File: src/rtl/jt900h_pkg.sv
// Shared definitions for the jt900h external RAM bus arbiter.
package jt900h_pkg;

  // Arbiter sequencer states
  typedef enum logic {
    ST_IDLE   = 1'b0,
    ST_ACCESS = 1'b1
  } busarb_state_t;

  // Bus owner codes reported on the owner output
  localparam logic OWN_CPU = 1'b0;
  localparam logic OWN_DMA = 1'b1;

  // Default number of wait cycles per access and default DMA starvation limit
  localparam int DEFAULT_WAIT   = 0;
  localparam int DEFAULT_STARVE = 2;

endpackage

File: src/rtl/jt900h_busarb.sv
// Arbiter and wait-state sequencer for the shared 16-bit external RAM bus.
// The CPU (port C) and micro-DMA (port D) compete for the bus. DMA normally
// wins, but a CPU bus lock or too many back-to-back DMA grants hand the bus
// to the CPU.
module jt900h_busarb
  import jt900h_pkg::*;
#(
  parameter int WAIT   = DEFAULT_WAIT,
  parameter int STARVE = DEFAULT_STARVE
)(
  input  logic        rst,
  input  logic        clk,
  input  logic        cen,
  input  logic        c_req,
  input  logic        c_lock,
  input  logic [23:0] c_addr,
  input  logic [15:0] c_din,
  input  logic [1:0]  c_we,
  output logic        c_ack,
  input  logic        d_req,
  input  logic [23:0] d_addr,
  input  logic [15:0] d_din,
  input  logic [1:0]  d_we,
  output logic        d_ack,
  output logic [15:0] rd_data,
  output logic [23:0] ram_addr,
  output logic [15:0] ram_din,
  output logic [1:0]  ram_we,
  output logic        ram_cs,
  input  logic [15:0] ram_dout,
  output logic        owner
);

  localparam logic [2:0] WAIT_L   = 3'(WAIT);
  localparam logic [3:0] STARVE_L = 4'(STARVE);

  busarb_state_t state_q, state_d;
  logic [2:0]    cnt_q, cnt_d;
  logic [3:0]    starve_q, starve_d;
  logic          lock_q, lock_d;
  logic          ack_q, ack_d;
  logic          owner_q, owner_d;
  logic [23:0]   addr_q, addr_d;
  logic [15:0]   din_q, din_d;
  logic [1:0]    we_q, we_d;
  logic [15:0]   rd_q, rd_d;
  logic          grant_dma;

  // Next-state logic: arbitration in IDLE, wait countdown and completion in ACCESS
  always_comb begin
    state_d   = state_q;
    cnt_d     = cnt_q;
    starve_d  = starve_q;
    lock_d    = lock_q;
    ack_d     = ack_q;
    owner_d   = owner_q;
    addr_d    = addr_q;
    din_d     = din_q;
    we_d      = we_q;
    rd_d      = rd_q;
    grant_dma = 1'b0;
    if (cen) begin
      ack_d = 1'b0;
      unique case (state_q)
        ST_IDLE: begin
          if (!c_lock) begin
            lock_d = 1'b0;
          end
          if (c_req || d_req) begin
            grant_dma = d_req &&
                        !(c_req && ((lock_q && c_lock) || (starve_q == STARVE_L)));
            owner_d = grant_dma ? OWN_DMA : OWN_CPU;
            addr_d  = grant_dma ? d_addr : c_addr;
            din_d   = grant_dma ? d_din : c_din;
            we_d    = grant_dma ? d_we : c_we;
            cnt_d   = WAIT_L;
            state_d = ST_ACCESS;
            if (grant_dma) begin
              if (c_req && (starve_q != STARVE_L)) begin
                starve_d = starve_q + 4'd1;
              end
            end else begin
              starve_d = 4'd0;
              lock_d   = c_lock;
            end
          end
        end
        ST_ACCESS: begin
          if (cnt_q == 3'd0) begin
            if (we_q == 2'b00) begin
              rd_d = ram_dout;
            end
            ack_d   = 1'b1;
            state_d = ST_IDLE;
          end else begin
            cnt_d = cnt_q - 3'd1;
          end
        end
        default: state_d = ST_IDLE;
      endcase
    end
  end

  // State registers; reset releases the bus immediately and drops any pending ack
  always_ff @(posedge clk or posedge rst) begin
    if (rst) begin
      state_q  <= ST_IDLE;
      cnt_q    <= 3'd0;
      starve_q <= 4'd0;
      lock_q   <= 1'b0;
      ack_q    <= 1'b0;
      owner_q  <= OWN_CPU;
      addr_q   <= 24'd0;
      din_q    <= 16'd0;
      we_q     <= 2'b00;
      rd_q     <= 16'd0;
    end else begin
      state_q  <= state_d;
      cnt_q    <= cnt_d;
      starve_q <= starve_d;
      lock_q   <= lock_d;
      ack_q    <= ack_d;
      owner_q  <= owner_d;
      addr_q   <= addr_d;
      din_q    <= din_d;
      we_q     <= we_d;
      rd_q     <= rd_d;
    end
  end

  // Outputs are decoded from registers only; strobes appear in the last wait cycle
  always_comb begin
    ram_cs   = (state_q == ST_ACCESS);
    ram_we   = ((state_q == ST_ACCESS) && (cnt_q == 3'd0)) ? we_q : 2'b00;
    ram_addr = addr_q & 24'hFF_FFFE;
    ram_din  = din_q;
    rd_data  = rd_q;
    owner    = owner_q;
    c_ack    = ack_q && (owner_q == OWN_CPU);
    d_ack    = ack_q && (owner_q == OWN_DMA);
  end

endmodule

File: config.mk
export PLATFORM = sky130hd
export DESIGN_NAME = jt900h_busarb
export DESIGN_NICKNAME = d
export VERILOG_FILES = /design/src/rtl/jt900h_pkg.sv /design/src/rtl/jt900h_busarb.sv
export SDC_FILE = /design/constraint.sdc
export NUM_CORES = 1
export LEC_CHECK = 0
export CAP_MARGIN = 5
export CORE_MARGIN = 2
export CORE_UTILIZATION = 44
export DETAILED_ROUTE_END_ITERATION = 8
export PLACE_DENSITY = 0.86
export SETUP_SLACK_MARGIN = 0.15
export SYNTH_ARGS = -nofsm -noshare
export SYNTH_HDL_FRONTEND = slang
export SYNTH_SLANG_ARGS = --single-unit
File: constraint.sdc
create_clock -name clk -period 2.9 [get_ports clk]
set_input_delay 0.29 -clock clk [delete_from_list [all_inputs] [get_ports clk]]
set_output_delay 0.29 -clock clk [all_outputs]
set_load 0.005 [all_outputs]
==> impl_metrics.tcl, run 1 <==
set metrics [dict create \
    setup_viol 0 \
    dr.pass1.iters 4 \
    required_ps 2610 \
    critPathBufInv 2 \
    max_cap_viol_count 0 \
    die_x_um 92.72 \
    crit_arrival_ps 1880 \
    clock_sink_count 68 \
    regArea_um2 1702 \
    postRouteAntennaNets 0 \
    cts_resized 0 \
    die_h_um 92.72 \
    cp_cell_sequence "inv_1, ha_1, ha_1, and3_1, clkdlybuf4s50_1" \
    vias 3554 \
    clock.fmax_mhz 461.3 \
    cts_tree "built" \
    timing.setup.tns_ps 0 \
    hold_violations 0 \
    grt_pass1_wl_mm 17.23 \
    synth.cell_area_um2 3463 \
    rsz0062_at_grt "false" \
    drv_slew 0 \
    worstMarginPinSlew_ps 1005 \
    die_area_um2 8597 \
    ctsLongestPathBuffers 2 \
    synth-seq-cells 68 \
    avgSynthCellArea_um2 9.867 \
    crit_type "reg -> out" \
    max-vdd-ir-drop_uv 305.8 \
    synth_warnings 0 \
    synth_async_sr_flop_share 1.000 \
    fill_cells 586 \
    cpMostUsedCell "ha_1" \
    cp-start-kind "flop" \
    critPathMaxStageDelay_ps 510 \
    numCtsBuffers 9 \
    critPathCaptureType "primary output" \
    grt_pass1_vias 3603 \
    cp-startpoint "cnt_q[0]" \
    grt.total_usage 0.2535 \
    drtIter0Drc 223 \
    fin_crit_ps 2168 \
    antenna_found_initial 0 \
    multi_input_area_um2 1551 \
    r2r-start "starve_q[0]" \
    diodes 0 \
    syn_inst 351 \
    crit_fanout 6 \
    grt_max_degree 43 \
    crit_family "buffers and inverters" \
    drive_gt1_frac 0.07816 \
    synth_cell_types 33 \
    cellPowerDensity_nw_per_um2 668.1 \
    io_pins 168 \
    synth_fp_nets 461 \
    cts_setup_buffers 0 \
    cts-hold-fix-buffers 0 \
    syn2layout_area_growth_pct 56.14 \
    final_common_cell "clkdlybuf4s50_1" \
    ys.flop_type "dfrtp_1" \
    insertion_delay_ps 340 \
    initial_core_util 0.4505 \
    clock_skew_ps 15.88 \
    via_per_inst 5.913 \
    nNetsFinal 604 \
    relSlewSlack 0.3300 \
    cts_max_level 3 \
    place_hpwl_mm 7.560 \
    crit_slowest_cell "clkdlybuf4s50_1" \
    timing.final.crit_share 0.7474 \
    synth_enable_flop_cells 0 \
    core_area_um2 7687 \
    overflow 0 \
    clk_pin_slew_ps 90 \
    rows 32 \
    final_cell_mix "clkdlybuf4s50_1 (163), dfrtp_1 (68), a31oi_1 (43)" \
    portBuffers 164 \
    place_congestion 0.8011 \
    status "finished clean" \
    wirelength_mm 10.99 \
    wl_per_cell_um 18.29 \
    finalPower_uw 3613 \
    power.leakage_uw 0.002180 \
    hold_path_class "in -> async" \
    drt_drc_violations_left 0 \
    seq_area_frac_synth 0.4913 \
    cts_root_buf "clkbuf_8" \
]
-- cells in the mapped netlist (3+ instances only) --
cell type / count / area (µm²)
a21oi_1: 42 / 210.2
mux2_1: 16 / 180.2
o31ai_1: 42 / 315.3
nand3_1: 4 / 20.02
and3_1: 3 / 18.77
ha_1: 4 / 50.05
buf_2: 11 / 55.05
clkbuf_1: 34 / 127.6
nand4_1: 41 / 256.5
nor2_1: 4 / 15.01
dfrtp_1: 68 / 1702
nand2_1: 4 / 15.01
inv_1: 9 / 33.78
a31oi_1: 43 / 269.0
-- final cells by class --
class / instances / area share
clock buffers: 9 / 0.02291
clock inverters: 7 / 0.02291
inverters: 10 / 0.006941
multi-input cells: 227 / 0.2869
flip-flops and latches: 68 / 0.3147
well taps: 102 / 0.02360
repair buffers: 178 / 0.3221
-- where the power goes --
group          total (µW)  leakage, µW  internal (µW)  switching, µW
combinational        1260      0.00127            768            493
clock                 971     0.000120            577            394
sequential           1380     0.000791           1220            165
total                3610      0.00218           2560           1050
-- layer usage --
| metal | global-route usage | share of wire | up-vias |
|---|---|---|---|
| met3 | 0.05777 | 0.073 | 19 |
| li1 | - | - | 1646 |
| met1 | 0.3113 | 0.40 | 1727 |
| met5 | 0 | 0 | - |
| met4 | 0.08946 | 0.017 | 0 |
| met2 | 0.4386 | 0.51 | 162 |
-- per-stage QoR --
step                      hold WS [ps]  cell area (µm²)  cells  utilization  setup WS (ps)
after detailed placement         473.7             5160    585       0.6712          602.8
after floorplan                  413.1             3463    351            -          898.5
after global placement           472.2             5160    585       0.6712          622.3
after global routing             385.5             5408    601       0.7035          604.7
final                            345.7             5408    601       0.7035          732.4
after CTS                        361.8             5408    601       0.7035          724.0
-- worst paths after layout --
kind	endpoint	slack (ps)	cells after the start
setup / recovery	ram_we[0]	730	5
hold / removal	rd_data[4]	350	2
setup reg to reg	starve_q[2]	760	5
hold reg to reg	rd_data[8]	490	1
max in group asynchronous	ram_din[6]	1790	3
min in group clk	rd_data[8]	490	1
-- worst register-to-register path, stage by stage, from the launching register on --
cell	delay [ps]
dfrtp_1	410
inv_1	60
ha_1	210
and4bb_2	550
or4_4	640
o22ai_1	180
-- logic make-up (layout without fill, tap and decap cells) --
group           after synthesis  count (layout)  share of synthesized area
compound gates              138             138                     0.2525
fa+ha+maj                     4               4                    0.01445
buf+inv                      56             204                    0.06575
flops                        68              68                     0.4913
mux                          16              16                    0.05202
other cells                   1               1                   0.001083
simple gates                 68              68                     0.1228
-- flip-flops by register name, summed over array words and instances (netlist names) --
register / flops
ack_q: 1
addr_q: 23
cnt_q: 3
lock_q: 1
owner: 1
ram_cs: 1
ram_din: 16
rd_data: 16
starve_q: 4
we_q: 2
No activity file was read; power rests on OpenSTA's default activity.
==> run 2: changes to the inputs <==
--- a/config.mk
+++ b/config.mk
@@ -7,9 +7,9 @@
 export LEC_CHECK = 0
 export CAP_MARGIN = 5
 export CORE_MARGIN = 2
-export CORE_UTILIZATION = 44
+export CORE_UTILIZATION = 37
 export DETAILED_ROUTE_END_ITERATION = 8
-export PLACE_DENSITY = 0.86
+export PLACE_DENSITY = 0.77
 export SETUP_SLACK_MARGIN = 0.15
 export SYNTH_ARGS = -nofsm -noshare
 export SYNTH_HDL_FRONTEND = slang
==> constraint.sdc (replaced) <==
create_clock -name clk -period 1.76 [get_ports clk]
set_input_delay 0.176 -clock clk [delete_from_list [all_inputs] [get_ports clk]]
set_output_delay 0.176 -clock clk [all_outputs]
set_load 0.005 [all_outputs]
==> run 2 against run 1 <==
Against the previous run:
- via count increased by 0.84%
- non-clock buffer count rose by 16
- power grew 63%
- global-route usage fell by 3.9 points
- first-iteration DRC count grew 3.1%
- die area grew 18%
- utilization down 8.9 points
- wire length is essentially flat
- hold slack lost 110 ps
- sequential power is 64% higher
- clock-buffer cell count rose by 1
- critical endpoint is now starve_q[0]
==> impl_metrics.tcl, run 2 (synthesis gave the netlist of run 1 again) <==
set metrics [dict create \
    timing.setup.tns_ps 0 \
    critPathCaptureType "flop" \
    seqPwrFrac 0.383 \
    wl_per_cell_um 17.56 \
    p_int_uw 4191 \
    antenna_found_initial 0 \
    pwr-share-clk 0.244 \
    crit_type "reg -> reg" \
    ctsLongestPathBuffers 2 \
    wirelength_mm 10.99 \
    instances_no_fill 626 \
    clk_pin_slew_ps 70 \
    cts_max_level 3 \
    crit_arrival_ps 1830 \
    place_inst 605 \
    io_pins 168 \
    max_cap_viol_count 0 \
    switchingPower_uw 1708 \
    fin_crit_ps 1576 \
    timing.final.crit_share 0.8954 \
    overflow 0 \
    cp_cell_sequence "inv_1, ha_2, and4bb_2, or4_4, o21ai_1" \
    cts_root_buf "clkbuf_8" \
    nNetsFinal 620 \
    cts_tree "built" \
    core_area_um2 9153 \
    diodes 0 \
    numCtsBuffers 9 \
    swShare 0.2896 \
    required_ps 2010 \
    setup_viol 0 \
    initial_core_util 0.3784 \
    hold_violations 0 \
    via_per_inst 5.725 \
    place_congestion 0.8340 \
    die_h_um 100.8 \
    clock.fmax_mhz 634.6 \
    grt_pass1_wl_mm 17.43 \
    clock_sink_count 68 \
    place_hpwl_mm 7.776 \
    postRouteAntennaNets 0 \
    die_x_um 100.8 \
    grt_pass1_vias 3682 \
    final_cell_area_um2 5628 \
    drive_gt1_frac 0.1301 \
    final_common_cell "clkdlybuf4s50_1" \
    rows 35 \
    portBuffers 164 \
    drt_drc_violations_left 0 \
    worstMarginPinSlew_ps 553.9 \
    die_area_um2 10150 \
    clock_skew_ps 8.918 \
    dr.pass1.iters 4 \
    vias 3584 \
    cellPowerDensity_nw_per_um2 1048 \
    final_cell_mix "clkdlybuf4s50_1 (159), dfrtp_1 (67), a31oi_1 (43)" \
    grt_max_degree 43 \
    status "finished clean" \
    power.leakage_uw 0.002304 \
    drtIter0Drc 230 \
    relSlewSlack 0.6300 \
    grt.total_usage 0.2148 \
    drv_slew 0 \
    largest_reg_flops 23 \
    insertion_delay_ps 340 \
    comb_power_share 0.373 \
    cp-start-kind "flop" \
    crit_slowest_cell "or4_4" \
    place_area_um2 5311 \
    rsz0062_at_grt "true" \
    max-vdd-ir-drop_uv 443.1 \
    critPathMaxStageDelay_ps 500 \
    regMostFlops "addr_q" \
    crit_fanout 3 \
    hold_path_class "in -> async" \
    syn2layout_area_growth_pct 62.50 \
    fill_cells 769 \
]
## run 2: cell count changes in the layout (fill, tap and decap cells not counted), moves of 3 or more
cell | previous run | this run
buf_4 | 14 | 24
buf_12 | 0 | 4
clkdlybuf4s50_1 | 163 | 159
ha_1 | 4 | 1
o31ai_1 | 42 | 39
o31ai_2 | 0 | 3
## run 2: power groups by stage
stage / clock (µW) / sequential [µW] / combinational (µW)
final: 1440 / 2260 / 2200
after global routing: 1550 / 2320 / 2380
after CTS: 1480 / 2260 / 2180
after detailed placement: 0 / 2300 / 2150
after global placement: 0 / 2280 / 2110
after floorplan: 0 / 2300 / 765
## run 2: worst paths after layout
kind                        startpoint           to  slack [ps]  cells after the start
hold / removal                     rst  rd_data[13]         240                      2
setup reg to reg           starve_q[0]  starve_q[0]         180                      5
setup / recovery           starve_q[0]  starve_q[0]         180                      5
max in group asynchronous          rst    addr_q[3]        1030                      3
min in group clk                 d_req  ram_din[13]         280                      3
hold reg to reg               cnt_q[2]     cnt_q[2]         490                      1
## run 2: per-layer routing
layer  up-vias  track usage  wire (µm)  part of all wire
li1       1676            -          -                 -
met1      1727       0.2625       4530              0.41
met2       159       0.3723       5528              0.50
met3        22      0.03953        705             0.064
met4         0      0.08851        227             0.021
met5         -            0          0                 0
## run 2: repair_timing
item,in CTS,in global routing
setup endpoints to repair,41,27
buffers inserted,3,2
gates resized for setup,11,11
pin swaps,0,4
hold buffers,0,0
## run 2: cell type report
type / count / area (µm²) / area share
inverter: 10 / 41.29 / 0.007337
clock inverter: 6 / 87.58 / 0.01556
multi-input combinational: 227 / 1602 / 0.2846
timing repair buffer: 194 / 1918 / 0.3408
clock buffer: 10 / 137.6 / 0.02446
tap: 111 / 138.9 / 0.02468
sequential: 68 / 1703 / 0.3026
## run 2: worst max-delay path, delay by kind of cell (launching register included)
kind                       cells  cell delay (ps)
DFF                            1              350
and+or+nand+nor                2              760
adders and majority gates      1              190
AOI/OAI and AO/OA              1              160
buffers and inverters          1               50
## run 2: through the flow
stage | hold WS (ps) | setup WS [ps] | power, µW | utilization
after detailed placement | 473.5 | -80.15 | 4450 | 0.5803
after CTS | 253.7 | 106.1 | 5928 | 0.6090
after floorplan | 299.1 | 119.1 | 3065 | -
final | 240.6 | 184.1 | 5900 | 0.6149
after global routing | 272.5 | 118.9 | 6255 | 0.6149
after global placement | 472.2 | -1.636 | 4382 | 0.5803
